File: config.mk
export PLATFORM = sky130hd
export DESIGN_NAME = dspi_ctrl_node
export DESIGN_NICKNAME = d
export VERILOG_FILES = /design/src/rtl/dspi_pkg.sv /design/src/rtl/dspi_ctrl_regfile.sv /design/src/rtl/dspi_ctrl_node.sv
export SDC_FILE = /design/constraint.sdc
export NUM_CORES = 2
export LEC_CHECK = 0
export CORE_AREA = 5 5 520 522
export DETAILED_ROUTE_END_ITERATION = 8
export DIE_AREA = 0 0 525 527
export SKIP_CTS_REPAIR_TIMING = 1
export SYNTH_ARGS = -nofsm -noshare
export SYNTH_HDL_FRONTEND = slang
export SYNTH_SLANG_ARGS = --single-unit
File: constraint.sdc
create_clock -name clk -period 1.9 [get_ports clk]
set_input_delay 0.38 -clock clk [delete_from_list [all_inputs] [get_ports clk]]
set_output_delay 0.38 -clock clk [all_outputs]
set_load 0.05 [all_outputs]
File: src/rtl/dspi_pkg.sv
// Shared DSPI definitions: packet type codes, control opcodes, instruction
// commands and control-register layout.
package dspi_pkg;

   localparam logic [2:0] INSTRUCTION_CMD_IDLE    = 3'd0;
   localparam logic [2:0] INSTRUCTION_CMD_REQUEST = 3'd1;
   localparam logic [2:0] INSTRUCTION_CMD_RELEASE = 3'd2;

   localparam logic [1:0] TYPE_IDLE    = 2'b00;
   localparam logic [1:0] TYPE_DATA    = 2'b01;
   localparam logic [1:0] TYPE_CTRL    = 2'b10;
   localparam logic [1:0] TYPE_ILLEGAL = 2'b11;
   localparam int TYPE_DATA_BIT = 0;
   localparam int TYPE_CTRL_BIT = 1;

   // Opcodes live in the ChunkID bits below the relative-addressing flag
   localparam int CP_A_CTRL_READ_RESPONSE_32b = 1;
   localparam int CP_A_EOS                    = 2;
   localparam int CP_R_CTRL_WRITE_32b         = 1;
   localparam int CP_R_CTRL_READ_REQUEST_32b  = 2;

   localparam int REG_MODULE_ID = 0;
   localparam int REG_STATUS    = 1;
   localparam int REG_COUNTER   = 2;
   localparam int REG_SCRATCH   = 3;
   localparam int REG_GEN_BASE  = 4;

   localparam int ST_ILLEGAL_TYPE = 0;
   localparam int ST_BAD_OP       = 1;
   localparam int ST_BAD_ADDR     = 2;
   localparam int ST_W            = 3;

endpackage

File: src/rtl/dspi_ctrl_regfile.sv
// Control register bank: ID, sticky W1C status, data counter, scratch and
// general cfg registers. Single write port, combinational read port.
module dspi_ctrl_regfile
   import dspi_pkg::*;
#(
   parameter int          NUM_REGS  = 8,
   parameter logic [31:0] MODULE_ID = 32'h0,
   parameter int          RA_W      = $clog2(NUM_REGS)
)(
   input  logic                         clk,
   input  logic                         rstn,
   input  logic                         we,
   input  logic [RA_W-1:0]              waddr,
   input  logic [31:0]                  wdata,
   input  logic [RA_W-1:0]              raddr,
   output logic [31:0]                  rdata,
   input  logic                         cnt_inc,
   input  logic [ST_W-1:0]              st_set,
   output logic [32*(NUM_REGS-4)-1:0]   cfg_regs
);

   localparam int NUM_GEN = NUM_REGS - 4;

   logic [ST_W-1:0]             status_q;
   logic [31:0]                 counter_q;
   logic [31:0]                 scratch_q;
   logic [NUM_GEN-1:0][31:0]    gen_q;
   logic [ST_W-1:0]             w1c;

   assign w1c = (we && waddr == RA_W'(REG_STATUS)) ? wdata[ST_W-1:0] : '0;

   always_ff @(posedge clk or negedge rstn) begin
      if (!rstn) begin
         status_q  <= '0;
         counter_q <= '0;
         scratch_q <= '0;
         gen_q     <= '0;
      end else begin
         // new events in the same cycle survive the clear
         status_q <= (status_q & ~w1c) | st_set;
         if (we && waddr == RA_W'(REG_COUNTER))
            counter_q <= '0;
         else if (cnt_inc)
            counter_q <= counter_q + 32'd1;
         if (we && waddr == RA_W'(REG_SCRATCH))
            scratch_q <= wdata;
         for (int i = 0; i < NUM_GEN; i++)
            if (we && waddr == RA_W'(i + REG_GEN_BASE))
               gen_q[i] <= wdata;
      end
   end

   always_comb begin
      rdata = '0;
      case (raddr)
         RA_W'(REG_MODULE_ID): rdata = MODULE_ID;
         RA_W'(REG_STATUS):    rdata = 32'(status_q);
         RA_W'(REG_COUNTER):   rdata = counter_q;
         RA_W'(REG_SCRATCH):   rdata = scratch_q;
         default: begin
            for (int i = 0; i < NUM_GEN; i++)
               if (raddr == RA_W'(i + REG_GEN_BASE))
                  rdata = gen_q[i];
         end
      endcase
   end

   assign cfg_regs = gen_q;

endmodule

File: src/rtl/dspi_ctrl_node.sv
// DSPI pipeline node: decode stage feeding a fixed-latency shift pipeline,
// local control register bank and a one-stage backward instruction relay.
module dspi_ctrl_node
   import dspi_pkg::*;
#(
   parameter int          DATA_WIDTH                  = 512,
   parameter int          STREAM_ID_NUM               = 16,
   parameter int          CHUNK_ID_NUM                = 32,
   parameter int          CHANNEL_ID_NUM              = 1024,
   parameter int          STATE_WIDTH                 = 32,
   parameter int          INSTRUCTION_WIDTH           = 3,
   parameter int          INSTRUCTION_PARAMETER_WIDTH = 16,
   parameter int          PIPE_STAGES                 = 2,
   parameter int          NUM_REGS                    = 8,
   parameter logic [31:0] MODULE_ID                   = 32'h0,
   localparam int SID_W = $clog2(STREAM_ID_NUM),
   localparam int CK_W  = $clog2(CHUNK_ID_NUM),
   localparam int CH_W  = $clog2(CHANNEL_ID_NUM),
   localparam int RA_W  = $clog2(NUM_REGS)
)(
   input  logic                                   clk,
   input  logic                                   rstn,
   input  logic [DATA_WIDTH-1:0]                  Front_Data,
   input  logic [1:0]                             Front_Type,
   input  logic                                   Front_Last,
   input  logic [SID_W-1:0]                       Front_StreamID,
   input  logic [CK_W-1:0]                        Front_ChunkID,
   input  logic [CH_W-1:0]                        Front_ChannelID,
   input  logic [STATE_WIDTH-1:0]                 Front_State,
   output logic [DATA_WIDTH-1:0]                  Back_Data,
   output logic [1:0]                             Back_Type,
   output logic                                   Back_Last,
   output logic [SID_W-1:0]                       Back_StreamID,
   output logic [CK_W-1:0]                        Back_ChunkID,
   output logic [CH_W-1:0]                        Back_ChannelID,
   output logic [STATE_WIDTH-1:0]                 Back_State,
   input  logic [INSTRUCTION_WIDTH-1:0]           Back_InstructionType,
   input  logic [SID_W-1:0]                       Back_InstructionStreamID,
   input  logic [CH_W-1:0]                        Back_InstructionChannelID,
   input  logic [INSTRUCTION_PARAMETER_WIDTH-1:0] Back_InstructionParameter,
   output logic [INSTRUCTION_WIDTH-1:0]           Front_InstructionType,
   output logic [SID_W-1:0]                       Front_InstructionStreamID,
   output logic [CH_W-1:0]                        Front_InstructionChannelID,
   output logic [INSTRUCTION_PARAMETER_WIDTH-1:0] Front_InstructionParameter,
   output logic [32*(NUM_REGS-4)-1:0]             cfg_regs,
   output logic                                   eos_pulse
);

   localparam int OP_W      = CK_W - 1;
   localparam int NUM_LANES = DATA_WIDTH / 32;

   typedef struct packed {
      logic [1:0]             typ;
      logic [SID_W-1:0]       sid;
      logic [CK_W-1:0]        ck;
      logic [CH_W-1:0]        ch;
      logic [STATE_WIDTH-1:0] st;
      logic                   last;
      logic [DATA_WIDTH-1:0]  data;
   } pkt_t;

   pkt_t                  dec_pkt, out_pkt;
   pkt_t                  pipe_q [1:PIPE_STAGES];
   logic [PIPE_STAGES:1]  vld_pipe;
   logic                  dec_vld;

   logic                  rf_we, cnt_inc, addr_ok;
   logic [31:0]           rf_rdata, rd_val;
   logic [ST_W-1:0]       st_set;
   logic [OP_W-1:0]       op;

   assign addr_ok = Front_State < STATE_WIDTH'(NUM_REGS);
   assign rd_val  = addr_ok ? rf_rdata : 32'h0;
   assign op      = Front_ChunkID[OP_W-1:0];

   always_comb begin
      dec_pkt = '{typ: Front_Type, sid: Front_StreamID, ck: Front_ChunkID,
                  ch: Front_ChannelID, st: Front_State, last: Front_Last,
                  data: Front_Data};
      dec_vld = 1'b0;
      rf_we   = 1'b0;
      cnt_inc = 1'b0;
      st_set  = '0;
      case (Front_Type)
         TYPE_DATA: begin
            dec_vld = 1'b1;
            cnt_inc = 1'b1;
         end
         TYPE_CTRL: begin
            if (!Front_ChunkID[CK_W-1]) begin
               dec_vld = 1'b1;
            end else if (Front_ChannelID != '0) begin
               dec_vld    = 1'b1;
               dec_pkt.ch = Front_ChannelID - CH_W'(1);
            end else if (op == OP_W'(CP_R_CTRL_WRITE_32b)) begin
               rf_we                = addr_ok;
               st_set[ST_BAD_ADDR]  = !addr_ok;
            end else if (op == OP_W'(CP_R_CTRL_READ_REQUEST_32b)) begin
               // reply in place of the request; State keeps the address
               dec_vld              = 1'b1;
               dec_pkt.ck           = {1'b0, OP_W'(CP_A_CTRL_READ_RESPONSE_32b)};
               dec_pkt.ch           = '0;
               dec_pkt.data         = {NUM_LANES{rd_val}};
               st_set[ST_BAD_ADDR]  = !addr_ok;
            end else begin
               st_set[ST_BAD_OP]    = 1'b1;
            end
         end
         TYPE_ILLEGAL: st_set[ST_ILLEGAL_TYPE] = 1'b1;
         default: ;
      endcase
   end

   dspi_ctrl_regfile #(
      .NUM_REGS  (NUM_REGS),
      .MODULE_ID (MODULE_ID),
      .RA_W      (RA_W)
   ) u_regfile (
      .clk      (clk),
      .rstn     (rstn),
      .we       (rf_we),
      .waddr    (Front_State[RA_W-1:0]),
      .wdata    (Front_Data[31:0]),
      .raddr    (Front_State[RA_W-1:0]),
      .rdata    (rf_rdata),
      .cnt_inc  (cnt_inc),
      .st_set   (st_set),
      .cfg_regs (cfg_regs)
   );

   // payload only moves with a valid slot; bubbles are masked at the output
   always_ff @(posedge clk or negedge rstn) begin
      if (!rstn) begin
         vld_pipe <= '0;
         for (int i = 1; i <= PIPE_STAGES; i++)
            pipe_q[i] <= '0;
      end else begin
         vld_pipe[1] <= dec_vld;
         if (dec_vld)
            pipe_q[1] <= dec_pkt;
         for (int i = 2; i <= PIPE_STAGES; i++) begin
            vld_pipe[i] <= vld_pipe[i-1];
            if (vld_pipe[i-1])
               pipe_q[i] <= pipe_q[i-1];
         end
      end
   end

   assign out_pkt        = pipe_q[PIPE_STAGES];
   assign Back_Type      = vld_pipe[PIPE_STAGES] ? out_pkt.typ : TYPE_IDLE;
   assign Back_Data      = out_pkt.data;
   assign Back_Last      = out_pkt.last;
   assign Back_StreamID  = out_pkt.sid;
   assign Back_ChunkID   = out_pkt.ck;
   assign Back_ChannelID = out_pkt.ch;
   assign Back_State     = out_pkt.st;
   assign eos_pulse      = (Back_Type == TYPE_CTRL) && !out_pkt.ck[CK_W-1] &&
                           (out_pkt.ck[OP_W-1:0] == OP_W'(CP_A_EOS));

   always_ff @(posedge clk or negedge rstn) begin
      if (!rstn) begin
         Front_InstructionType      <= INSTRUCTION_WIDTH'(INSTRUCTION_CMD_IDLE);
         Front_InstructionStreamID  <= '0;
         Front_InstructionChannelID <= '0;
         Front_InstructionParameter <= '0;
      end else begin
         Front_InstructionType      <= Back_InstructionType;
         Front_InstructionStreamID  <= Back_InstructionStreamID;
         Front_InstructionChannelID <= Back_InstructionChannelID;
         Front_InstructionParameter <= Back_InstructionParameter;
      end
   end

endmodule

Yosys cells after proc, flatten, opt, wreduce, memory -nomap -nowiden:

Index checks and enable logic that the tools add are counted.

* bitwise gates (word level): 3
* reductions and logical operators: 14
* order comparisons: 1
* multiplexer cells: 39
* $add $sub $neg: 2
* eq/ne operators: 14

Operators with widths (count)
* 512-bit two-way mux: 5
* 32-bit two-way mux: 7
* 32-bit one-hot mux with 4 select lines: 1
* 15-bit two-way mux: 4
* 32-bit by 1-bit adder with 32-bit output (second input constant): 1
* 32-bit by 4-bit < comparator with 1-bit output (second input constant): 1
* 1-bit two-way mux: 14
* 3-bit equality test (second input constant): 4
* 10-bit two-way mux: 1
* 10-bit nonzero test: 1
* 10-bit by 1-bit subtractor with 10-bit output (second input constant): 1
* 1-bit logical AND: 9
* 4-bit by 2-bit equality test with 1-bit output (second input constant): 2
* 2-bit two-way mux: 4
* 2-bit equality test (second input constant): 3
* 3-bit by 2-bit equality test with 1-bit output (second input constant): 2
* 5-bit two-way mux: 1
* 4-bit by 1-bit equality test with 1-bit output (second input constant): 1
* 3-bit bitwise AND: 1
* 3-bit by 1-bit equality test with 1-bit output (second input constant): 1
* 3-bit logical NOT: 1
* 3-bit two-way mux: 1
* 3-bit NOT: 1
* 3-bit bitwise OR: 1
* other kinds (4): 5

* input port bits: 601
* output and inout bits: 728
* register bits after elaboration: 1362
* logic and storage cells: 99

Longest topological paths before layout:

* depth after elaboration: 12
* depth in mapped cells: 12
* depth with buffers taken out: 8

Cells and area by module:

A second synthesis with hierarchy kept.

* cell total of the unflattened synthesis: 5052
* area, all modules: 58710.1 um^2

Modules (own cells, without submodules)
* dspi_ctrl_node: times used 1, area each 49199.7 um^2, cells each 4292
* dspi_ctrl_regfile: times used 1, area each 9510.4 um^2, cells each 760

Worst setup path after synthesis:

No wires, ideal clock.

* path kind: in2reg
* from: in Front_State[1]
* to: reg pipe_q[1020] in the netlist's numbering
* arrival time: 2.297 ns
* path slack: -0.534 ns
* stages: 8
* data required time: 1.763 ns
* cells stage by stage: buf_2 -> buf_1 -> mux2_2 -> o221ai_1 -> o21ai_0 -> a41oi_1 -> clkbuf_1 -> a21oi_1

* longest elaborated chain between the ends: 12

Ends and longest elaborated chain
* start, declared: RTL line dspi_ctrl_node.sv:29 `input logic [STATE_WIDTH-1:0] Front_State,`
* parallel branches: the longest is 6 deep, another holds 32-bit by 4-bit < comparator with 1-bit output
* 32-bit two-way mux *: RTL line dspi_ctrl_node.sv:73 `assign rd_val = addr_ok ? rf_rdata : 32'h0;`
* 512-bit two-way mux *: RTL line dspi_ctrl_node.sv:98 `end else if (op == OP_W'(CP_R_CTRL_READ_REQUEST_32b)) begin`
* 512-bit two-way mux *: RTL line dspi_ctrl_node.sv:95 `end else if (op == OP_W'(CP_R_CTRL_WRITE_32b)) begin`
* 512-bit two-way mux *: RTL line dspi_ctrl_node.sv:92 `end else if (Front_ChannelID != '0) begin`
* 512-bit two-way mux *: RTL line dspi_ctrl_node.sv:90 `if (!Front_ChunkID[CK_W-1]) begin`
* 512-bit two-way mux *: RTL line dspi_ctrl_node.sv:84 `case (Front_Type)`
* end signal, assigned by index: RTL line dspi_ctrl_node.sv:144 `pipe_q[i] <= pipe_q[i-1];`
* end, declared: RTL line dspi_ctrl_node.sv:63 `pkt_t pipe_q [1:PIPE_STAGES];`

Mark *: on every way between the ends.
A chain may end at the register's enable or synchronous reset.

Worst setup path after layout:

* from: reg pipe_q (netlist bit Back_ChunkID[4])
* to: out eos_pulse

* longest elaborated chain between the ends: 3

Ends and longest elaborated chain
* 1-bit logical NOT: RTL line dspi_ctrl_node.sv:157 `assign eos_pulse = (Back_Type == TYPE_CTRL) && !out_pkt.ck[CK_W-1] &&`
* 1-bit logical AND (2 in a row): RTL line dspi_ctrl_node.sv:157
* end, declared: RTL line dspi_ctrl_node.sv:46 `output logic eos_pulse`

No other way between the ends.

==> impl_results.md <==
- Crit share post-route: 1.20
- RD Place Congestion: 0.903
- Fin crit period: 2.28 ns
- Post-Place Cell Area: 74,200 um^2
- Unique cell type count in the Yosys netlist: 66
- Worst Hold Class: in2reg
- Relative slew slack: 0.531
- Antenna violations before repair: 164
- Port Buf Inserts: 1,328
- Syn Area/Cell: 12.6 um^2
- Worst skew pair latency: 0.85 ns
- Largest net degree at the start of global routing: 88
- CTS buffer count: 167
- Via count of the first global-routing pass: 44,700
- Hold path startpoint: Front_ChannelID[1]
- Clock Skew: 0.106 ns
- Syn. warnings: 0
- Async S/R FF share, synth: 1.00
- Fmax: 439 MHz
- CTS Sinks: 1,362
- DRT Pass-1 Iters: 5
- Via count: 44,000
- Final ANT Viol Nets: 0
- DP HPWL: 239,000 um
- Reg2reg end: pipe_q[768]
- R2r setup slk: -0.13 ns
- Starting Density: 0.217
- Max cap viols: 0
- Final Hold Viols: 0
- CP peak stage delay: 0.39 ns
- Run status: finished, violations left
- Pwr Total: 114 mW
- Crit path cell chain: nor4b_2 -> and3_4 -> buf_12
- Main flop type after synthesis: dfrtp_1
- Routed length per instance: 33.0 um
- Power per Cell Area: 1360 nW/um^2
- Layout Nets: 6,516
- Share of cells above drive strength 1: 0.437
- Post-synthesis instance total: 4,551
- CP Capture Point: eos_pulse
- Crit Path Max Fanout: 2
- Vias/cell: 4.58
- Drt initial violations: 3,179
- Mapped cell area: 57,400 um^2
- Final slew viol count: 0
- RSZ-0062 raised after global routing: yes
- CTS tree: built
- Synth-to-Final Area Change: 45.9%
- Clk root buf: clkbuf_16
- Die Wd: 525 um
- Final WL: 317,000 um
- Reg2reg path depth: 7
- Setup ws final: -0.380 ns
- Required time of the critical path: 1.52 ns
- EDFF count, synth: 0
- Clock buffer depth: 4
- Seq/Total Area, Yosys: 0.594
- Commonest non-fill, non-tap cells in the layout: dfrtp_1, buf_4, mux2_2
- Cell with the largest stage delay on the worst path: dfrtp_1
- Endpoint class of the critical path: output port
- First-pass GRT wire length: 400,000 um
- Reg clk slew, reported paths: 0.05 ns
- # IOs: 1,329
- Row count: 189
- GRT Total Usage: 0.207
- Final Cell Area: 83,700 um^2
- R2R Path Start: u_regfile.cfg_regs[74]
- Final setup violation count: 497
- Failing checks: negative setup slack
- Die Area: 277,000 um^2
- CP Class: reg2out
- Critical path startpoint: Back_ChunkID[4]
- Std-Cell Core Area: 265,000 um^2
- Pleak: 37.7 nW
- Crit path DAT: 1.90 ns
- Fin cells: 9,614
- Die extent in y: 527 um
- Overflow after GRT: 0
- # H-tree levels: 4
- Drt drc: 0
- Syn_nets: 5,157
- Dpl cells: 9,102
- Tightest Pin Transition: 0.704 ns
- Critical Path Start Type: register
- Most common cell after layout, fill and taps aside: dfrtp_1
- Yosys reg bits: 1,362
- Peak VDD IR: 993 uV
sequential cells by signal, summed over array words and instances, names as in the netlist, 4 cells and up:
register	cells
Front_InstructionStreamID	4
u_regfile.counter_q	32
Front_InstructionParameter	16
Front_InstructionChannelID	10
pipe_q	566
Back_State	32
Back_ChannelID	10
u_regfile.scratch_q	32
Back_ChunkID	5
u_regfile.cfg_regs	128
Back_Data	512
Back_StreamID	4
metal layers:
metal,vias up,share of wire,global-route usage
met4,104,0.059,0.0982
met5,-,0.0022,0
met1,22700,0.37,0.233
li1,18300,-,-
met3,638,0.10,0.0848
met2,2187,0.47,0.342
cell families after synthesis:
group                      Yosys count  share of synthesized area
xor gates and xnor gates            31                    0.00473
and+or+nand+nor                    827                     0.0609
AOI/OAI and AO/OA                  698                     0.0913
muxes                              764                      0.151
DFF                               1362                      0.594
buffers and inverters              864                     0.0977
adders and majority gates            5                    0.00109
synthesized netlist by cell type, types with 6 or more instances:
| master | number | area, um^2 |
|---|---|---|
| dfrtp_1 | 1362 | 34100 |
| mux2_2 | 742 | 8360 |
| buf_4 | 583 | 4380 |
| nand2_1 | 403 | 1510 |
| nor2_1 | 297 | 1110 |
| a21oi_1 | 266 | 1330 |
| a221o_1 | 262 | 2620 |
| clkbuf_1 | 160 | 601 |
| buf_2 | 100 | 500 |
| o21ai_0 | 52 | 260 |
| xor2_1 | 27 | 236 |
| o22ai_1 | 25 | 156 |
| nand4_1 | 24 | 150 |
| nand3_1 | 23 | 115 |
| and3_1 | 18 | 113 |
| o221ai_1 | 17 | 149 |
| and4_1 | 12 | 105 |
| mux2_1 | 12 | 135 |
| nor4_1 | 9 | 56.3 |
| inv_1 | 8 | 30.0 |
| buf_6 | 7 | 78.8 |
| nor3_1 | 7 | 35.0 |
| o211ai_1 | 7 | 52.6 |
| o22a_1 | 7 | 61.3 |
| a211o_1 | 6 | 52.6 |
| a211oi_4 | 6 | 120 |
| a22o_1 | 6 | 52.6 |
| a31oi_1 | 6 | 37.5 |
| mux2i_1 | 6 | 60.1 |
| nor2b_1 | 6 | 37.5 |
report_power, final:
group          switching, mW  internal, mW
logic                   27.2          13.7
clock network           13.2          19.3
registers               4.77          36.2
critical path, delay by kind of cell (launching register included):
kind | cells | cell delay [ns]
flops | 1 | 0.39
simple gates | 2 | 0.56
buf+inv | 1 | 0.13
area by class of cell:
class | count | area [um^2]
repair buffers | 2045 | 20500
inverters | 9 | 55.1
well taps | 3533 | 4420
flip-flops and latches | 1362 | 34100
fillers | 26400 | 181000
diodes | 49 | 123
multi-input cells | 2325 | 19000
clock buffers | 220 | 4670
clock inverters | 71 | 830
metrics by stage:
step | util | worst slack (ns) | setup TNS (ns) | hold slack [ns]
floorplan | - | -0.375 | -220.22 | 0.0844
global placement | 0.281 | -1.39 | -882.91 | 0.322
detailed placement | 0.281 | -1.43 | -911.49 | 0.322
CTS | 0.301 | -0.615 | -308.03 | -0.626
global route | 0.316 | -0.459 | -62.72 | 0.00257
finish | 0.316 | -0.380 | -29.02 | 0.0109
worst min path at each step:
stage | endpoint | slack [ns] | cells past startpoint
CTS | Back_Data[107] | -0.63 | 1
floorplan | Back_ChannelID[0] | 0.08 | 0
finish | pipe_q[1112] | 0.01 | 4
detailed placement | Back_Data[15] | 0.32 | 1
global route | Front_InstructionChannelID[0] | 0.003 | 1
global placement | Back_Data[15] | 0.32 | 1
Note: power is estimated with default switching activity, not from simulation.
